===== config.mk =====
export PLATFORM = sky130hd
export DESIGN_NAME = dip_key_conditioner
export DESIGN_NICKNAME = d
export VERILOG_FILES = /design/src/rtl/dip_key_conditioner.sv
export SDC_FILE = /design/constraint.sdc
export NUM_CORES = 1
export LEC_CHECK = 0
export CELL_PAD_IN_SITES_DETAIL_PLACEMENT = 2
export CELL_PAD_IN_SITES_GLOBAL_PLACEMENT = 2
export CORE_MARGIN = 4
export CORE_UTILIZATION = 37
export CTS_CLUSTER_DIAMETER = 30
export CTS_CLUSTER_SIZE = 12
export DETAILED_ROUTE_END_ITERATION = 16
export GPL_ROUTABILITY_DRIVEN = 0
export MAX_ROUTING_LAYER = met4
export PLACE_DENSITY_LB_ADDON = 0.1
export SLEW_MARGIN = 20
export SYNTH_ARGS = -nofsm -noshare
export SYNTH_HDL_FRONTEND = slang
export SYNTH_SLANG_ARGS = --single-unit

===== constraint.sdc =====
create_clock -name clk -period 6.5 [get_ports clk]
set_input_delay 1.3 -clock clk [delete_from_list [all_inputs] [get_ports clk]]
set_output_delay 1.3 -clock clk [all_outputs]
set_load 0.03 [all_outputs]

===== src/rtl/dip_key_conditioner.sv =====
// Conditions four slide switches and four push-buttons: 2-flop synchronizers,
// per-bit stable-count debounce, pattern decode and change/press pulses.
module dip_key_conditioner #(
  parameter int DEBOUNCE_CYCLES = 480000,
  parameter int CNT_W           = 19
) (
  input  logic       clk,
  input  logic       rst,
  input  logic [3:0] dip,
  input  logic [3:0] P,
  output logic [3:0] dip_clean,
  output logic [1:0] mode,
  output logic       dip_chg,
  output logic [3:0] p_level,
  output logic [3:0] p_press
);

  localparam logic [CNT_W-1:0] CNT_LAST = CNT_W'(DEBOUNCE_CYCLES - 1);

  // bits [3:0] are switches, bits [7:4] are buttons
  logic [7:0]            sync_p0, sync_p1;
  logic [7:0]            clean_p2, clean_nxt, upd;
  logic [7:0][CNT_W-1:0] cnt_p2, cnt_nxt;

  function automatic logic [1:0] mode_decode(input logic [3:0] v);
    case (v)
      4'b0110: mode_decode = 2'd1;
      4'b1001: mode_decode = 2'd2;
      default: mode_decode = 2'd0;
    endcase
  endfunction

  always_comb begin
    clean_nxt = clean_p2;
    cnt_nxt   = cnt_p2;
    upd       = '0;
    for (int i = 0; i < 8; i++) begin
      if (sync_p1[i] == clean_p2[i]) begin
        cnt_nxt[i] = '0;
      end else if (cnt_p2[i] == CNT_LAST) begin
        clean_nxt[i] = sync_p1[i];
        cnt_nxt[i]   = '0;
        upd[i]       = 1'b1;
      end else begin
        cnt_nxt[i] = cnt_p2[i] + CNT_W'(1);
      end
    end
  end

  always_ff @(posedge clk or posedge rst) begin
    if (rst) begin
      sync_p0  <= '0;
      sync_p1  <= '0;
      cnt_p2   <= '0;
      clean_p2 <= '0;
      mode     <= '0;
      dip_chg  <= 1'b0;
      p_press  <= '0;
    end else begin
      // synchronizer stages
      sync_p0  <= {P, dip};
      sync_p1  <= sync_p0;
      // debounce stage; pulses and mode land on the same edge as the clean level
      cnt_p2   <= cnt_nxt;
      clean_p2 <= clean_nxt;
      mode     <= mode_decode(clean_nxt[3:0]);
      dip_chg  <= |upd[3:0];
      p_press  <= upd[7:4] & clean_nxt[7:4];
    end
  end

  assign dip_clean = clean_p2[3:0];
  assign p_level   = clean_p2[7:4];

endmodule


==> impl_metrics.env, run 1 <==
export IMPL_status="finished, final reports clean"
export IMPL_fmax_mhz=349.9
export IMPL_synth_top_area_frac=0.5567
export IMPL_clk_pin_slew_ns=0.07
export IMPL_finalCritPeriodShare=0.4397
export IMPL_synth_edf_count=0
export IMPL_drv_cap=0
export IMPL_cts_setup_buffers=0
export IMPL_n_fill_cell=2263
export IMPL_first_iter_violations=152
export IMPL_drt_first_pass_iters=4
export IMPL_holdPathStages=0
export IMPL_syn_area_sq_um=8227
export IMPL_r2r_end="cnt_p2[8]"
export IMPL_die_y_um=157.1
export IMPL_numCtsBuffers=17
export IMPL_hold_buffers=0
export IMPL_h_tree_depth=4
export IMPL_antenna_diode_count=0
export IMPL_grt_pass1_vias=6623
export IMPL_critical_path_required_ns=5.20
export IMPL_peakVddDrop_uv=149.3
export IMPL_synthArstFlopShare=1.000
export IMPL_critPathArrivalTime_ns=1.56
export IMPL_rsz0062_at_grt="no"
export IMPL_placedInstanceArea_sq_um=8780
export IMPL_synthesis_nets=804
export IMPL_path_delay_family="buffers and inverters"
export IMPL_coreArea_sq_um=21820
export IMPL_worst_pin_slew_ns=0.8790
export IMPL_crit_fanout=3
export IMPL_clock_latency_ns=0.43
export IMPL_crit_cells=1
export IMPL_slew_violations=0
export IMPL_viasPerCell=5.132
export IMPL_cp_start_kind="flop"
export IMPL_cts_sinks=183
export IMPL_grt_max_degree=93
export IMPL_finalHoldViolCount=0
export IMPL_final_area_sq_um=9388
export IMPL_min_period_ns=2.858
export IMPL_cp_end_kind="primary output"
export IMPL_synth_top_cell_by_area="dfrtp_1"
export IMPL_synth_most_common_cell="dfrtp_1"
export IMPL_vias=5707
export IMPL_maxSlewHeadroom=0.4140
export IMPL_drive_above_1_share=0.05168
export IMPL_p_leak_uw=0.004091
export IMPL_io_pins=25
export IMPL_ant_nets=0
export IMPL_gr_total_overflow=0
export IMPL_core_rowCount=54
export IMPL_routedWlPerCell_um=16.67
export IMPL_dpl_worst_slack_ns=3.211
export IMPL_cp_slowest_stage_delay_ns=0.70
export IMPL_min_from="sync_p0[3]"
export IMPL_cp_slowest_cell="clkdlybuf4s50_1"
export IMPL_power_density_nw_per_um2=245.7
export IMPL_numPortBuffers=24
export IMPL_synth_area_per_cell_sq_um=10.47
export IMPL_drc=0
export IMPL_synthFlopType="dfrtp_1"
export IMPL_grt_pass1_wl_um=32750
export IMPL_final_nets=837
export IMPL_grt_usage=0.1683
export IMPL_ys_warn_count=0
export IMPL_hold_class="reg -> reg"
export IMPL_die_width_um=157.1
export IMPL_hpwlAfterDp_um=12710
export IMPL_reg2regPathDepth=5
export IMPL_crit_type="reg -> out"
export IMPL_ys_ff_latch=183
export IMPL_synth_cells=786
export IMPL_clock_root_buffer="clkbuf_16"
export IMPL_finalSetupTns_ns=0
export IMPL_ys_top_cells_by_count="dfrtp_1, nor2_1, xor2_1"
export IMPL_cts_tree="done"
export IMPL_setup_violations=0
export IMPL_r2r_slack_ns=4.09
export IMPL_start_util=0.3770
export IMPL_die_area_sq_um=24680
export IMPL_timing_rr_start="cnt_p2[10]"
export IMPL_finalClockSkew_ns=0.01138
export IMPL_ys_types=37
export IMPL_crit_chain="clkdlybuf4s50_1"
export IMPL_synth_area_leaders="dfrtp_1, nor2_1, xor2_1"
export IMPL_worst_slack_ns=3.642
export IMPL_area_delta_synth_final_pct=14.11
export IMPL_cts_buffer_depth=2
export IMPL_antenna_found_initial=0
export IMPL_ctsResizeCount=0
export IMPL_holdPathEnd="sync_p1[3]"
export IMPL_wirelength_um=18540
export IMPL_critPathBufInv=1
export IMPL_seq_area_frac_synth=0.5567
==> through the flow <==
step / util / total power, uW / hold WS [ns] / instances
2_1_floorplan: - / 1238 / 0.3312 / 786
3_5_place_dp: 0.4023 / 1267 / 0.3364 / 1080
4_1_cts: 0.4302 / 2351 / 0.3557 / 1112
6_report: 0.4302 / 2307 / 0.3526 / 1112
5_1_grt: 0.4302 / 2417 / 0.3609 / 1112
3_3_place_gp: 0.4023 / 1261 / 0.3368 / 1080
==> power breakdown <==
group,switching [uW],total (uW),leakage [uW],internal (uW)
Combinational,50.2,70.2,0.00129,20.0
Clock,460,1060,0.000299,604
Sequential,16.8,1170,0.00250,1160
==> sequential cells by signal, indices dropped and copies added, names as in the netlist <==
register / flops
mode: 2
clean_p2: 8
dip_chg: 1
cnt_p2: 152
sync_p1: 8
p_press: 4
sync_p0: 8
==> layout by cell type, fill, tap and decap left out, types with 5 or more instances in the layout <==
master	instances
ha_1	8
and4_1	17
nand2_1	43
nand4_1	43
nor3b_1	5
nand4b_1	5
nor4_1	5
xnor2_1	70
clkbuf_16	17
nand3_1	47
and3_1	33
xor2_1	73
inv_1	14
nor3_1	19
clkdlybuf4s50_1	24
nor2_1	174
dfrtp_1	183
==> logic make-up after synthesis <==
family / synth area share
flops: 0.5567
compound gates: 0.001216
mux: 0.01034
fa+ha+maj: 0.01217
simple gates: 0.2535
xor+xnor: 0.1522
buf+inv: 0.01384
==> final cells by class <==
class / count / area (sq um) / share of cell area
Clock buffer: 20 / 466.7 / 0.04971
Sequential cell: 183 / 4579 / 0.4878
Inverter: 15 / 61.31 / 0.006531
Clock inverter: 12 / 141.4 / 0.01506
Multi-Input combinational cell: 576 / 3533 / 0.3764
Tap cell: 280 / 350.3 / 0.03732
Timing Repair Buffer: 26 / 255.2 / 0.02719
==> worst max path at each step <==
stage	startpoint	end
after floorplan	rst	clean_p2[0]
after global placement	rst	cnt_p2[32]
after detailed placement	rst	cnt_p2[32]
after CTS	clean_p2[1]	dip_clean[1]
after global routing	rst	cnt_p2[47]
final	clean_p2[1]	dip_clean[1]
==> routing by layer <==
| metal | part of all wire | vias up | track usage |
|---|---|---|---|
| met5 | 0 | - | - |
| met4 | 0.010 | 0 | 0.04056 |
| met3 | 0.021 | 18 | 0.03492 |
| met2 | 0.53 | 39 | 0.2954 |
| met1 | 0.44 | 2928 | 0.1993 |
| li1 | - | 2722 | - |
(Power assumes the default switching activity.)
==> run 2: changes to the inputs <==
--- a/config.mk
+++ b/config.mk
@@ -8,7 +8,7 @@
 export CELL_PAD_IN_SITES_DETAIL_PLACEMENT = 2
 export CELL_PAD_IN_SITES_GLOBAL_PLACEMENT = 2
 export CORE_MARGIN = 4
-export CORE_UTILIZATION = 37
+export CORE_UTILIZATION = 41
 export CTS_CLUSTER_DIAMETER = 30
 export CTS_CLUSTER_SIZE = 12
 export DETAILED_ROUTE_END_ITERATION = 16
==> constraint.sdc (replaced) <==
create_clock -name clk -period 2.75 [get_ports clk]
set_input_delay 0.55 -clock clk [delete_from_list [all_inputs] [get_ports clk]]
set_output_delay 0.55 -clock clk [all_outputs]
set_load 0.03 [all_outputs]
==> run 2 against run 1 <==
Clock power rose to 2.5 times the previous value; die area fell by 9.3%; worst setup slack got worse by 3.2 ns; register-to-register slack got worse by 3.7 ns; routed wire length rose by 6.8%; utilization rose by 5.1 points; clock skew fell by 0.0012 ns; highest routed layer unchanged.
==> impl_metrics.env, run 2 (synthesis gave the netlist of run 1 again) <==
export IMPL_die_width_um=149.7
export IMPL_final_cell_mix="dfrtp_1, nor2_1, xor2_1"
export IMPL_netSwitchingFraction=0.2395
export IMPL_gr_total_overflow=0
export IMPL_r2r_slack_ns=0.43
export IMPL_setup_violations=0
export IMPL_finalClockSkew_ns=0.01014
export IMPL_numCtsBuffers=17
export IMPL_cp_slowest_cell="nand2_1"
export IMPL_finalHoldViolCount=0
export IMPL_cts_sinks=183
export IMPL_hpwlAfterDp_um=13470
export IMPL_path_delay_family="simple AND/OR/NAND/NOR gates"
export IMPL_p_leak_uw=0.004115
export IMPL_start_util=0.4199
export IMPL_dpl_worst_slack_ns=0.4014
export IMPL_crit_fanout=18
export IMPL_final_area_sq_um=9428
export IMPL_routedWlPerCell_um=18.02
export IMPL_whs_ns=0.3538
export IMPL_critical_path_required_ns=3.04
export IMPL_h_tree_depth=4
export IMPL_rsz0062_at_grt="no"
export IMPL_antenna_diode_count=0
export IMPL_viasPerCell=5.329
export IMPL_p_seq_frac=0.496
export IMPL_p_int_uw=4252
export IMPL_maxSlewHeadroom=0.5588
export IMPL_clkPwrFrac=0.474
export IMPL_worst_pin_slew_ns=0.6568
export IMPL_drt_first_pass_iters=4
export IMPL_crit_cells=5
export IMPL_hold_class="reg -> reg"
export IMPL_first_iter_violations=154
export IMPL_die_y_um=149.7
export IMPL_vias=5857
export IMPL_coreArea_sq_um=19590
export IMPL_status="finished, final reports clean"
export IMPL_r2r_end="cnt_p2[18]"
export IMPL_timing_rr_start="cnt_p2[10]"
export IMPL_critPathCapture="cnt_p2[18]"
export IMPL_power_uw=5592
export IMPL_clock_root_buffer="clkbuf_16"
export IMPL_finalCritPeriodShare=0.8436
export IMPL_drv_cap=0
export IMPL_ctsResizeCount=0
export IMPL_grt_max_degree=61
export IMPL_clk_pin_slew_ns=0.07
export IMPL_hold_buffers=0
export IMPL_drc=0
export IMPL_largest_register="cnt_p2"
export IMPL_drive_above_1_share=0.05396
export IMPL_cts_setup_buffers=0
export IMPL_cp_start_kind="flop"
export IMPL_crit_chain="or3_1, nor4_1, nand4_1, nand2_1, nor2_1"
export IMPL_cts_tree="done"
export IMPL_reg2regPathDepth=5
export IMPL_fmax_mhz=431.0
export IMPL_die_area_sq_um=22400
export IMPL_placedInstanceArea_sq_um=8800
export IMPL_crit_type="reg -> reg"
export IMPL_cp_end_kind="flop"
export IMPL_clock_latency_ns=0.44
export IMPL_finalSetupTns_ns=0
export IMPL_peakVddDrop_uv=417.8
export IMPL_antenna_found_initial=0
export IMPL_area_delta_synth_final_pct=14.60
export IMPL_worst_slack_ns=0.4300
export IMPL_wirelength_um=19800
export IMPL_io_pins=25
export IMPL_cp_slowest_stage_delay_ns=0.53
export IMPL_startpoint="cnt_p2[10]"
export IMPL_grt_pass1_wl_um=34620
export IMPL_critPathBufInv=0
export IMPL_grt_pass1_vias=6830
export IMPL_largest_reg_flops=152
export IMPL_core_rowCount=51
export IMPL_power_density_nw_per_um2=593.1
export IMPL_ant_nets=0
export IMPL_cts_buffer_depth=2
export IMPL_grt_usage=0.1981
export IMPL_min_period_ns=2.320
export IMPL_numPortBuffers=24
export IMPL_critPathArrivalTime_ns=2.61
export IMPL_p_comb_frac=0.030
export IMPL_p_switching_uw=1339
export IMPL_final_common_cell="dfrtp_1"
export IMPL_slew_violations=0
export IMPL_final_nets=839
==> run 2: worst register-to-register path: cells and delay by family, from the launching register on <==
family        cells  cell delay [ns]
simple gates      5             1.72
flops             1             0.45
==> run 2: per-stage QoR <==
stage                     utilization  instances
after global routing           0.4813       1099
final                          0.4813       1099
after CTS                      0.4813       1099
after global placement         0.4492       1067
after detailed placement       0.4492       1067
after floorplan                     -        786
==> run 2: cell type report <==
cell class / instances / area, sq um
well taps: 265 / 331.6
clock buffers: 17 / 425.4
flip-flops and latches: 183 / 4579
multi-input cells: 576 / 3533
repair buffers: 28 / 295.3
fillers: 2028 / 10160
inverters: 15 / 60.06
clock inverters: 15 / 202.7
==> run 2: layer usage <==
layer	vias up	wire length, um	track usage
met5	-	0	-
met4	0	250	0.05489
met3	22	409	0.03998
met2	46	10820	0.3532
met1	3053	8321	0.2274
li1	2736	-	-
==> run 2: worst min path at each step <==
stage | start | endpoint | slack, ns | cells after the start
after floorplan | sync_p0[0] | sync_p1[0] | 0.33 | 0
after global placement | sync_p0[3] | sync_p1[3] | 0.33 | 0
after detailed placement | sync_p0[7] | sync_p1[7] | 0.34 | 0
after CTS | sync_p0[7] | sync_p1[7] | 0.35 | 0
after global routing | sync_p0[1] | sync_p1[1] | 0.36 | 0
final | sync_p0[7] | sync_p1[7] | 0.35 | 0
==> run 2: power groups by stage <==
| stage | clock (uW) | sequential [uW] | combinational (uW) |
|---|---|---|---|
| after floorplan | 0 | 2810 | 115 |
| after global placement | 0 | 2820 | 168 |
| after detailed placement | 0 | 2820 | 176 |
| after CTS | 2730 | 2770 | 178 |
| after global routing | 2850 | 2780 | 200 |
| final | 2650 | 2770 | 169 |
==> run 3: changes to the inputs <==
--- a/config.mk
+++ b/config.mk
@@ -8,7 +8,7 @@
 export CELL_PAD_IN_SITES_DETAIL_PLACEMENT = 2
 export CELL_PAD_IN_SITES_GLOBAL_PLACEMENT = 2
 export CORE_MARGIN = 4
-export CORE_UTILIZATION = 41
+export CORE_UTILIZATION = 37
 export CTS_CLUSTER_DIAMETER = 30
 export CTS_CLUSTER_SIZE = 12
 export DETAILED_ROUTE_END_ITERATION = 16
==> constraint.sdc (replaced) <==
create_clock -name clk -period 1.9 [get_ports clk]
set_input_delay 0.38 -clock clk [delete_from_list [all_inputs] [get_ports clk]]
set_output_delay 0.38 -clock clk [all_outputs]
set_load 0.03 [all_outputs]
==> run 3 against run 2 <==
Flip-flop and latch count did not move; largest power group unchanged; count of clock-buffer cells in the layout rose by 2; sequential share of layout area fell by 3.1 points; final cell count rose by 7.4%; design area rose by 6.9%; first-iteration DRC count rose by 18%; highest routed layer unchanged; maximum frequency rose by 20%; die area rose by 10%; critical path depth fell by 1; hold slack got worse by 0.0044 ns; the run now ends with negative setup slack left; global-route usage fell by 2.1 points; register-to-register slack got worse by 0.47 ns.
==> impl_metrics.env, run 3 (synthesis gave the netlist of run 1 again) <==
export IMPL_grt_max_degree=92
export IMPL_viasPerCell=5.112
export IMPL_critical_path_required_ns=2.23
export IMPL_ant_nets=0
export IMPL_rsz0062_at_grt="yes"
export IMPL_clkPwrFrac=0.460
export IMPL_p_leak_uw=0.004606
export IMPL_routedWlPerCell_um=17.36
export IMPL_finalClockSkew_ns=0.01149
export IMPL_finalCritPeriodShare=1.021
export IMPL_worst_slack_ns=-0.03958
export IMPL_gr_total_overflow=0
export IMPL_vias=6032
export IMPL_finalHoldViolCount=0
export IMPL_antenna_found_initial=0
export IMPL_numPortBuffers=24
export IMPL_cts_buffer_depth=2
export IMPL_p_comb_frac=0.040
export IMPL_final_cell_mix="dfrtp_1, nor2_1, xor2_1"
export IMPL_core_rowCount=54
export IMPL_wirelength_um=20480
export IMPL_drc=0
export IMPL_cts_tree="done"
export IMPL_slew_violations=0
export IMPL_crit_chain="or3_1, or4_4, mux2i_4, nor4bb_4"
export IMPL_cp_end_kind="flop"
export IMPL_placedInstanceArea_sq_um=9270
export IMPL_min_period_ns=1.940
export IMPL_power_uw=8004
export IMPL_dpl_worst_slack_ns=-0.3116
export IMPL_io_pins=25
export IMPL_cp_start_kind="flop"
export IMPL_hold_class="reg -> reg"
export IMPL_status="finished with violations"
export IMPL_area_delta_synth_final_pct=22.51
export IMPL_clock_latency_ns=0.43
export IMPL_worst_pin_slew_ns=0.4967
export IMPL_final_nets=905
export IMPL_fmax_mhz=515.6
export IMPL_die_y_um=157.1
export IMPL_largest_register="cnt_p2"
export IMPL_die_width_um=157.1
export IMPL_dp_cells=1136
export IMPL_drt_first_pass_iters=4
export IMPL_hpwlAfterDp_um=13940
export IMPL_clock_root_buffer="clkbuf_16"
export IMPL_crit_fanout=4
export IMPL_setup_violations=2
export IMPL_finalSetupTns_ns=-0.05402
export IMPL_numCtsBuffers=17
export IMPL_antenna_diode_count=0
export IMPL_p_seq_frac=0.500
export IMPL_die_area_sq_um=24680
export IMPL_final_common_cell="dfrtp_1"
export IMPL_drive_above_1_share=0.1389
export IMPL_final_area_sq_um=10080
export IMPL_layout_cells_non_filler=1180
export IMPL_p_switching_uw=1801
export IMPL_p_int_uw=6203
export IMPL_first_iter_violations=182
export IMPL_grt_pass1_vias=6838
export IMPL_drv_cap=0
export IMPL_critPathBufInv=0
export IMPL_crit_type="reg -> reg"
export IMPL_hold_buffers=0
export IMPL_cp_slowest_cell="or4_4"
export IMPL_start_util=0.3770
export IMPL_h_tree_depth=4
export IMPL_netSwitchingFraction=0.2250
export IMPL_peakVddDrop_uv=598.6
export IMPL_largest_reg_flops=152
export IMPL_cp_slowest_stage_delay_ns=0.59
export IMPL_grt_pass1_wl_um=34560
export IMPL_grt_usage=0.1772
export IMPL_power_density_nw_per_um2=794.1
export IMPL_coreArea_sq_um=21820
export IMPL_maxSlewHeadroom=0.6688
export IMPL_critPathArrivalTime_ns=2.27
export IMPL_cts_sinks=183
export IMPL_path_delay_family="simple AND/OR/NAND/NOR gates"
export IMPL_clk_pin_slew_ns=0.06
export IMPL_violations="negative setup slack"
[run 3: cell types whose count changed in the layout (fill, tap and decap cells not counted), sizes merged]
cell and change:
clkdlybuf4s50 -9, dlymetal6s2s +1, clkinvlp +2, inv -4, buf +66, clkbuf +2
dlygate4sd2 +8
[run 3: final timing paths]
check | from | to | slack [ns] | cells after the start
worst max-delay path | cnt_p2[30] | mode[0] | -0.04 | 4
worst min-delay path | sync_p0[0] | sync_p1[0] | 0.35 | 0
worst max register to register | cnt_p2[30] | mode[0] | -0.04 | 4
worst min register to register | sync_p0[0] | sync_p1[0] | 0.35 | 0
max in group asynchronous | rst | sync_p1[0] | 1.03 | 3
min in group asynchronous | rst | cnt_p2[150] | 0.44 | 3
[run 3: what timing repair did]
action,CTS,global route
pin swaps,5,10
cloned,0,0
resized for setup,15,20
setup endpoints to repair,30,40
buffers inserted,0,12
[run 3: power by group through the flow]
stage	Combinational, uW	Clock, uW	Sequential, uW
3_3_place_gp	298	0	4070
6_report	322	3680	4000
2_1_floorplan	167	0	4070
4_1_cts	320	3810	4000
3_5_place_dp	314	0	4080
5_1_grt	367	3970	4010
[run 3: worst reg2reg max path: cells and delay by family, from the launching register on]
| family | cells | cell delay, ns |
|---|---|---|
| DFF | 1 | 0.40 |
| muxes | 1 | 0.23 |
| and+or+nand+nor | 3 | 1.22 |
[run 3: stage by stage]
step / util / hold WS, ns
detailed placement: 0.4248 / 0.3371
floorplan: - / 0.3312
global route: 0.4618 / 0.3569
finish: 0.4618 / 0.3494
global placement: 0.4248 / 0.3328
CTS: 0.4539 / 0.3525
[run 3: area by class of cell]
cell class | instances | area, sq um
timing repair buffer | 94 | 843.3
fill | 2250 | 11750
multi-input combinational | 576 | 3635
inverter | 15 | 60.06
clock inverter | 13 | 167.7
clock buffer | 19 | 442.9
sequential | 183 | 4579
tap | 280 | 350.3
[run 3: per-layer routing]
layer  track usage  routed length (um)  share of wire
met1        0.2123                8876           0.43
met2        0.3117               11000           0.54
met3       0.02722                 372          0.018
met4       0.04957                 233          0.011
met5             -                   0              0
==> patch (config.mk and constraints of run 2) <==
The parameter `CNT_W` goes from 19 to 27.
--- a/src/rtl/dip_key_conditioner.sv
+++ b/src/rtl/dip_key_conditioner.sv
@@ -3,5 +3,5 @@
 module dip_key_conditioner #(
   parameter int DEBOUNCE_CYCLES = 480000,
-  parameter int CNT_W           = 19
+  parameter int CNT_W           = 27
 ) (
   input  logic       clk,
Behaviour: same outputs for any inputs over 10 cycles, from zero or initial values and one cycle with rst high; that may be too few to reach the edited logic, so the function may still have changed.
==> patch against run 2 <==
Final area grew 55%. Combinational power rose by 32%. Setup slack lost 0.043 ns. Largest cell class unchanged. Total power is 110% higher. Critical path type unchanged. Final cell count up 51%. Sequential share of layout area shrank 6.3 points. Routed wire length rose by 66%. Synthesized area increased by 44%. Synthesized cell count grew 48%. Sequential cell count rose by 64. Clock power rose to 2.9 times the old value. Critical endpoint is now cnt_p2[47]$_DFF_PP0_. Via count grew 53%. Hold slack got worse by 0.081 ns.
==> patch: results (changes against run 2) <==
{
  "status": {"value": "finished clean"},
  "ir_worst_vdd": {"value": 522.0, "unit": "uV", "change": "+25%"},
  "worstPathMaxFanout": {"value": 26, "change": "+8"},
  "gr_met1_demand_resource": {"value": 27.53, "unit": "%", "change": "+4.8 points"},
  "cpMaxStageDelayCell": {"value": "sky130_fd_sc_hd__or2_2"},
  "cts.reportedPaths.clkPinSlew": {"value": 0.05, "unit": "ns", "change": "-0.02 ns"},
  "wl_on_met1": {"value": 14.47, "unit": "mm", "change": "+74%"},
  "p_int": {"value": 9.062, "unit": "mW", "change": "+110%"},
  "numPlacedInstances": {"value": 1546, "change": "+45%"},
  "synth_area_leaders": {"value": "sky130_fd_sc_hd__dfrtp_1 (52%), sky130_fd_sc_hd__xor2_1 (10%), sky130_fd_sc_hd__nor2_1 (7.6%)"},
  "vias": {"value": 8945, "change": "+53%"},
  "drt_iter0_drc": {"value": 367, "change": "+140%"},
  "groute.layer.met2.usage": {"value": 38.94, "unit": "%", "change": "+3.6 points"},
  "yosys.area_share.xor_xnor": {"value": 14.98, "unit": "%", "change": "-0.24 points"},
  "flip_flop_count_of_the_largest_register_after_layout": {"value": 216, "change": "+42%"},
  "detail_route.wirelength": {"value": 32.96, "unit": "mm", "change": "+66%"},
  "grt_pass1_vias": {"value": 10500, "change": "+54%"},
  "post_route_cells_drive_above_1_share": {"value": 12.22, "unit": "%", "change": "+6.8 points"},
  "grt_max_degree": {"value": 87, "change": "+43%"},
  "syn_area_per_cell": {"value": 10.13, "unit": "um2", "change": "-3.2%"},
  "gr_usage_total": {"value": 22.45, "unit": "%", "change": "+2.6 points"},
  "place_worst_setup_slack": {"value": 0.4957, "unit": "ns", "change": "+0.09431 ns"},
  "worst_hold_path_type": {"value": "in2async"},
  "worst-endpoint-arrival": {"value": 2.77, "unit": "ns", "change": "+0.16 ns"},
  "n_fill_cell": {"value": 2838, "change": "+40%"},
  "power.combinational.fraction": {"value": 1.9, "unit": "%", "change": "-1.1 points"},
  "synth_compound_area_share": {"value": 0.6674, "unit": "%", "change": "+0.55 points"},
  "ys_seq_area_share": {"value": 52.34, "unit": "%", "change": "-3.3 points"},
  "synth_top_cells_by_count": {"value": "sky130_fd_sc_hd__dfrtp_1 (247), sky130_fd_sc_hd__nor2_1 (240), sky130_fd_sc_hd__xor2_1 (135), sky130_fd_sc_hd__nand3_1 (86), sky130_fd_sc_hd__nand2_1 (68)"},
  "global_route.usage.met3": {"value": 3.238, "unit": "%", "change": "-0.76 points"},
  "worst_clock_skew": {"value": 0.02148, "unit": "ns", "change": "+0.01135 ns"},
  "insertion_delay": {"value": 0.57, "unit": "ns", "change": "+0.13 ns"},
  "tightestPinTransition": {"value": 0.7960, "unit": "ns", "change": "+0.1392 ns"},
  "post_dp_cell_area": {"value": 0.01244, "unit": "mm2", "change": "+41%"}
}
-- patch: layout make-up --
class                      instances  area (um2)  area share [%]
clock inverter                    38       546.8           3.741
tap                              378       473.0           3.236
multi-input combinational        868        5355           36.64
sequential                       247        6181           42.29
clock buffer                      71        1633           11.17
timing repair buffer              34       352.8           2.414
inverter                          19       75.07          0.5136
-- patch: worst paths after layout --
path	from	end	slack [ns]	cells after the start
worst max-delay path	cnt_p2[27]$_DFF_PP0_	cnt_p2[47]$_DFF_PP0_	0.39	6
worst min-delay path	rst	cnt_p2[185]$_DFF_PP0_	0.27	2
worst max register to register	cnt_p2[27]$_DFF_PP0_	cnt_p2[47]$_DFF_PP0_	0.39	6
worst min register to register	sync_p0[5]$_DFF_PP0_	sync_p1[5]$_DFF_PP0_	0.35	0
max in group asynchronous	rst	cnt_p2[23]$_DFF_PP0_	1.73	3
min in group clk	sync_p0[5]$_DFF_PP0_	sync_p1[5]$_DFF_PP0_	0.35	0
